$ cat src/rtl/capture_arbiter.sv
// capture_arbiter: round-robin capture of four ports' result bytes into a 16K-entry memory,
// with per-port 2-deep FIFOs, drop counters and a small host register window.
module capture_arbiter (
    input  logic        clk,
    input  logic        reset,
    input  logic [3:0]  req_valid,
    input  logic [7:0]  req_data0,
    input  logic [7:0]  req_data1,
    input  logic [7:0]  req_data2,
    input  logic [7:0]  req_data3,
    output logic        wr_en,
    output logic [13:0] wr_addr,
    output logic [9:0]  wr_data,
    input  logic        chipselect,
    input  logic        read,
    input  logic        write,
    input  logic [2:0]  address,
    input  logic [7:0]  writedata,
    output logic [7:0]  readdata,
    output logic        halted
);
    localparam logic [0:0] RUN  = 1'b0;
    localparam logic [0:0] HALT = 1'b1;

    logic [0:0]  r_state;
    logic [7:0]  r_fifo [4][2];
    logic [1:0]  r_cnt [4];
    logic [7:0]  r_drop [4];
    logic [14:0] r_count;
    logic [1:0]  r_last;
    logic        r_wr_en;
    logic [13:0] r_wr_addr;
    logic [9:0]  r_wr_data;
    logic [7:0]  r_rdata;

    logic [7:0]  w_din [4];
    logic [3:0]  w_ne;
    logic [3:0]  w_pop;
    logic [3:0]  w_acc;
    logic        w_clr;
    logic        w_gnt;
    logic [1:0]  w_gp;
    logic [1:0]  w_idx;
    logic [7:0]  w_rmux;

    assign w_din = '{req_data0, req_data1, req_data2, req_data3};
    assign w_clr = chipselect & write & (address == 3'd0) & writedata[0];

    genvar i;
    generate
        for (i = 0; i < 4; i++) begin : g_port
            assign w_ne[i]  = r_cnt[i] != 2'd0;
            assign w_pop[i] = w_gnt && (w_gp == 2'(i));
            // a full FIFO still takes a byte when its head leaves in the same cycle
            assign w_acc[i] = req_valid[i] && (r_cnt[i] != 2'd2 || w_pop[i]);
        end
    endgenerate

    // descending scan so the port right after the last grant wins
    always_comb begin
        w_gnt = 1'b0;
        w_gp  = 2'd0;
        w_idx = 2'd0;
        for (int k = 3; k >= 0; k--) begin
            w_idx = r_last + 2'd1 + 2'(k);
            if (r_state == RUN && w_ne[w_idx]) begin
                w_gnt = 1'b1;
                w_gp  = w_idx;
            end
        end
    end

    assign w_rmux = address[2] ? r_drop[address[1:0]] :
                    address[1:0] == 2'd0 ? {6'b0, r_state == HALT, |w_ne} :
                    address[1:0] == 2'd1 ? r_count[7:0] :
                    address[1:0] == 2'd2 ? {1'b0, r_count[14:8]} : 8'd0;

    always_ff @(posedge clk) begin
        if (reset) begin
            r_wr_addr <= 14'd0;
            r_wr_data <= 10'd0;
            r_rdata   <= 8'd0;
        end else if (chipselect && read) begin
            r_rdata <= w_rmux;
        end
        if (reset || w_clr) begin
            for (int p = 0; p < 4; p++) begin
                r_cnt[p]  <= 2'd0;
                r_drop[p] <= 8'd0;
            end
            r_count <= 15'd0;
            r_last  <= 2'd3;
            r_state <= RUN;
            r_wr_en <= 1'b0;
        end else begin
            r_wr_en <= w_gnt;
            if (w_gnt) begin
                r_wr_addr <= r_count[13:0];
                r_wr_data <= {w_gp, r_fifo[w_gp][0]};
                r_count   <= r_count + 15'd1;
                r_last    <= w_gp;
                if (r_count == 15'd16383) r_state <= HALT;
            end
            for (int p = 0; p < 4; p++) begin
                r_cnt[p] <= r_cnt[p] - {1'b0, w_pop[p]} + {1'b0, w_acc[p]};
                if (w_pop[p]) r_fifo[p][0] <= r_fifo[p][1];
                if (w_acc[p]) begin
                    if (r_cnt[p] - {1'b0, w_pop[p]} == 2'd0) r_fifo[p][0] <= w_din[p];
                    else r_fifo[p][1] <= w_din[p];
                end
                if (req_valid[p] && !w_acc[p] && r_drop[p] != 8'hFF) r_drop[p] <= r_drop[p] + 8'd1;
            end
        end
    end

    assign wr_en    = r_wr_en;
    assign wr_addr  = r_wr_addr;
    assign wr_data  = r_wr_data;
    assign readdata = r_rdata;
    assign halted   = r_state == HALT;
endmodule

$ cat config.mk
export PLATFORM = sky130hd
export DESIGN_NAME = capture_arbiter
export DESIGN_NICKNAME = d
export VERILOG_FILES = /design/src/rtl/capture_arbiter.sv
export SDC_FILE = /design/constraint.sdc
export NUM_CORES = 1
export LEC_CHECK = 0
export ABC_AREA = 0
export BUFFER_PORTS_ARGS = -buffer_cell sky130_fd_sc_hd__buf_2
export CELL_PAD_IN_SITES_DETAIL_PLACEMENT = 0
export CELL_PAD_IN_SITES_GLOBAL_PLACEMENT = 1
export CORE_MARGIN = 2
export CORE_UTILIZATION = 47
export DETAILED_ROUTE_END_ITERATION = 6
export PLACE_DENSITY_LB_ADDON = 0.1
export SYNTH_ARGS = -nofsm -noshare
export SYNTH_HDL_FRONTEND = slang
export SYNTH_SLANG_ARGS = --single-unit
$ cat constraint.sdc
create_clock -name clk -period 4 [get_ports clk]
set_input_delay 0 -clock clk [delete_from_list [all_inputs] [get_ports clk]]
set_output_delay 0 -clock clk [all_outputs]
set_load 0.05 [all_outputs]
* Word-level counts from Yosys, hierarchy flattened
Memories as Yosys holds them, arrays and structs flattened.
Cells that the tools add are included.
** Storage, ports and cells
- Flip-flop bits (word level) :: 51
- Memory bits (writable) :: 104
- Bits of input ports :: 52
- Output and inout port bits :: 34
- Word-level logic and storage cells :: 201
- Memories :: 3
** Memories
- r_fifo :: depth 4, bits a word 16, read ports 5, clocked after Yosys merged registers in 0, wr ports 4, line 26 : logic [7:0] r_fifo [4][2];
- r_drop :: depth 4, bits a word 8, read ports 5, clocked after Yosys merged registers in 0, wr ports 4, line 28 : logic [7:0] r_drop [4];
- r_cnt :: depth 4, bits a word 2, read ports 4, clocked after Yosys merged registers in 0, wr ports 4, line 27 : logic [1:0] r_cnt [4];
** Operators by class
- Add/subtract/negate cells :: 17
- $lt $le $gt $ge :: 4
- Eq/ne operators :: 14
- Mux-type cells :: 97
- Bitwise logic cells :: 16
- Reduce and logical (&&, ||, !) cells :: 43
** Operators with widths (number)
- two-way mux 8 bit :: 11
- two-way mux 1 bit :: 67
- two-way mux 14 bit :: 3
- adder 8 x 1 -> 8 bit, second input constant :: 4
- inequality test 8 bit, second input constant :: 4
- two-way mux 10 bit :: 3
- logical AND 1 bit :: 21
- two-way mux 2 bit :: 8
- adder 15 x 1 -> 15 bit, second input constant :: 1
- equality test 15 x 14 -> 1 bit, second input constant :: 1
- logical NOT 2 bit :: 6
- less-than comparator 2 x 3 -> 1 bit, second input constant :: 4
- OR 1 bit :: 12
- adder 2 x 1 -> 2 bit :: 4
- binary-select mux 1 bit (select 2 bit) :: 4
- inequality test 2 bit, second input constant :: 4
- nonzero test 2 bit :: 4
- subtractor 2 x 1 -> 2 bit :: 4
- two-way mux 7 bit :: 1
- equality test 2 bit, second input constant :: 3
- logical OR 1 bit :: 5
- adder 2 x 1 -> 2 bit, second input constant :: 2
- adder 2 bit, second input constant :: 2
- equality test 2 x 1 -> 1 bit, second input constant :: 2
- 6 further kinds :: 11

* Longest topological paths before layout
- Depth after elaboration :: 20
- Mapped depth :: 14
- Gate-level depth less buffers :: 11

* Worst setup path after synthesis
OpenSTA, ideal clock, no wires.
- Kind :: register to register
- From :: reg r_state, in the netlist halted
- To :: mem r_fifo[1][10] (netlist name) (enable)
- Library setup time :: 0.387 ns
- Data arrival time :: 3.051 ns
- Data required time :: 3.613 ns
- Path slack :: 0.562 ns
- Cell stages (with the launch flop) :: 14
- Path buffers :: 3
- Clock period less this slack :: 3.438 ns
- Cell sequence :: dfxtp_1 > clkbuf_1 > a21o_1 > o32ai_1 > a22oi_1 > and2_1 > buf_2 > buf_2 > nor2_1 > ha_1 > xnor2_1 > and3_1 > nand3_2 > o31ai_1
** RTL lines
- start, declared :: line 25 : logic [0:0] r_state;
- start signal, assigned :: line 93 : r_state <= RUN;
- start signal, assigned :: line 102 : if (r_count == 15'd16383) r_state <= HALT;
- end, declared :: line 26

==> run summary <==
Top achievable clock speed - 271 MHz
Asr flop ratio synth - 0%
Port Buffers - 78
Post-Syn Area - 0.00730 mm^2
Ranking of synthesized cells by area - edfxtp_1 (39%), dfxtp_1 (16%), mux4_2 (4.6%)
PwrDens - 750 mW/mm^2
# fillers - 1303
Syn nets - 702
Max-slew violations - 0
Final number of setup-violating endpoints - 0
Met3 usage - 4.62%
Die H - 129 um
Final Hold Vio Count - 0
GRT Resource Usage Total - 20.7%
DR iter-0 viols - 335
Post-CTS Hold Fix Bufs - 35
Htree depth - 4
Final TNS setup - 0 ps
Synth top area share - 39.5%
GR peak layer - met2
EDFF count, synth - 96
Post-DP Area - 0.00788 mm^2
Post-CTS Resized - 0
CP arrival - 3720 ps
Main flop type after synthesis - edfxtp_1
Largest net degree at the start of global routing - 28
Distinct cells, synth - 57
Antenna diodes - 0
Share of layout cells above drive strength 1 - 22.0%
Crit end category - register
Seq/Total Area, Yosys - 55.7%
Period minus WS final - 3690 ps
Max-cap violations - 0
CTS root buffer - clkbuf_16
Critical path startpoint category - register
Die area - 0.0165 mm^2
Hold slack - 48.8 ps
Synth Area per Inst - 11.5 um^2
Final net count - 816
Clock-pin slew on the worst setup and hold paths - 70 ps
I/O Pins - 86
Vias/cell - 5.33
CTS tree - yes
Max clock buf depth - 2
Clk_lat worst skew - 430 ps
FP Rows - 45
Area growth from synthesis to layout - 20.4%
Initial Util - 48.0%
Via count - 5072
GPL Wtd Cong - 0.838
Peak supply drop - 425 uV
TritonCTS buffer count - 17
Status - finished, final reports clean
Peak fanout along the critical path - 20
Measured slew at the worst slew-check pin - 1330 ps
DRT antenna net count - 0
Synth Warn # - 0
Cells after Synth - 637
Req. time, crit path - 4040 ps
Lkg Pwr - 3.52 nW
WL final - 16000 um
Clk sinks - 155
Met1 usage - 29.5%
Initial antenna violation count - 0
RSZ-0062 raised after global routing - false
Final setup skew - 6.99 ps
R2R Setup Slk - 310 ps
Synth Register Bits - 155
Rel. slew slack - 10.5%
DRT Pass-1 Iters - 5
WL per Instance - 16.8 um
GR Overflow Total - 0
Vias in the first global route - 5107
Path type of the worst setup path - register to register
DRC viols - 0
Final Cell Area - 0.00879 mm^2
First-pass GRT wire length - 26200 um
Die width - 129 um
Total setup buffers inserted after CTS - 0
Hold/Removal Path Class - primary input to register
M2 GR Usage - 32.3%
Core region area - 0.0152 mm^2
Hpwl dp - 11600 um
Leading area contributor after synthesis - edfxtp_1
Final period util - 92.1%
## flip-flops by register name, summed over array words and instances (netlist names)
register and flops:
wr_data 10, wr_en 1, r_fifo 64, r_drop 32, r_count 15, wr_addr 14
halted 1, readdata 8, r_last 2, r_cnt 8
## worst paths after layout
check / start / to / cells after the start
max reg2reg: r_last[1] / r_fifo[1][10] / 10
min: req_valid[3] / r_cnt[3][0] / 4
max: r_last[1] / r_fifo[1][10] / 10
min reg2reg: readdata[0] / readdata[0] / 2
## metrics by stage
step                      worst slack (ps)  util, %  power (W)  std cells
after floorplan                        562        -    0.00450        637
after global placement                 440     51.9    0.00501        885
after detailed placement               345     51.9    0.00509        885
after CTS                              303     57.8    0.00665        952
after global routing                   159     57.8    0.00703        952
final                                  315     57.8    0.00660        952
## where the power goes
| group | total [W] | switching, W | internal [W] |
|---|---|---|---|
| Clock | 0.00151 | 0.000698 | 0.000816 |
| Combinational | 0.00249 | 0.00141 | 0.00108 |
| Sequential | 0.00259 | 0.000292 | 0.00230 |
## cell usage in the layout, fill, tap and decap left out, types with 9 or more instances in the layout
cell type	instances
nand3_1	27
edfxtp_1	96
ha_1	13
nor3_1	11
buf_2	78
and2_1	11
clkbuf_16	17
dlygate4sd3_1	35
mux4_2	15
xor2_1	27
mux2_4	9
a21oi_1	23
o21ai_0	15
mux2_2	16
nand3b_1	15
xnor2_1	16
inv_1	15
nor2_1	75
and3_1	16
buf_4	13
nand2_1	69
dfxtp_1	59
## area by class of cell
class / instances / area (um^2) / share of cell area, %
multi-input combinational: 435 / 3040 / 34.5
sequential: 155 / 4060 / 46.2
tap: 188 / 235 / 2.68
clock buffer: 17 / 425 / 4.84
inverter: 16 / 60.1 / 0.683
clock inverter: 15 / 130 / 1.48
timing repair buffer: 126 / 838 / 9.54
## kinds of logic (layout without fill, tap and decap cells)
group | count (synthesis) | count (layout) | share of synthesized area (%)
flops | 155 | 155 | 55.7
compound gates | 79 | 79 | 7.33
mux | 52 | 52 | 10.7
xor+xnor | 43 | 43 | 5.16
fa+ha+maj | 13 | 13 | 2.23
simple gates | 248 | 248 | 16.1
buf+inv | 47 | 174 | 2.76
## metal layers
layer / routed length [um] / up-vias
met5: 0 / -
met4: 199 / 0
met3: 535 / 18
met2: 7460 / 82
met1: 7800 / 2449
li1: - / 2523
## critical path, cell delays in order (launching register included)
cell and delay (ps):
dfxtp_1 580, mux2_4 360, a2111o_1 450, a31oi_4 190, buf_4 310, nor2_1 80, ha_1 200, xnor2_1 250
and3_1 220, nand3_2 220, o31ai_1 420
## cell usage after synthesis, types with 3 or more instances
cell type,number
mux2i_1,4
buf_2,5
ha_1,13
o21ai_0,15
nand4_1,4
nand3_1,27
nor2b_1,8
nand2_1,69
and2_1,11
mux2_4,9
and3_1,16
mux4_2,15
nor3_1,11
buf_1,4
o21ai_1,3
clkbuf_1,19
a22o_1,8
edfxtp_1,96
a211o_1,3
nand3b_1,15
mux2_2,16
a21oi_1,23
nor2_1,75
a22oi_1,6
xnor2_1,16
dfxtp_1,59
o31ai_1,3
inv_1,15
xor2_1,27
mux2_1,8
Note: power is estimated with default switching activity, not from simulation.
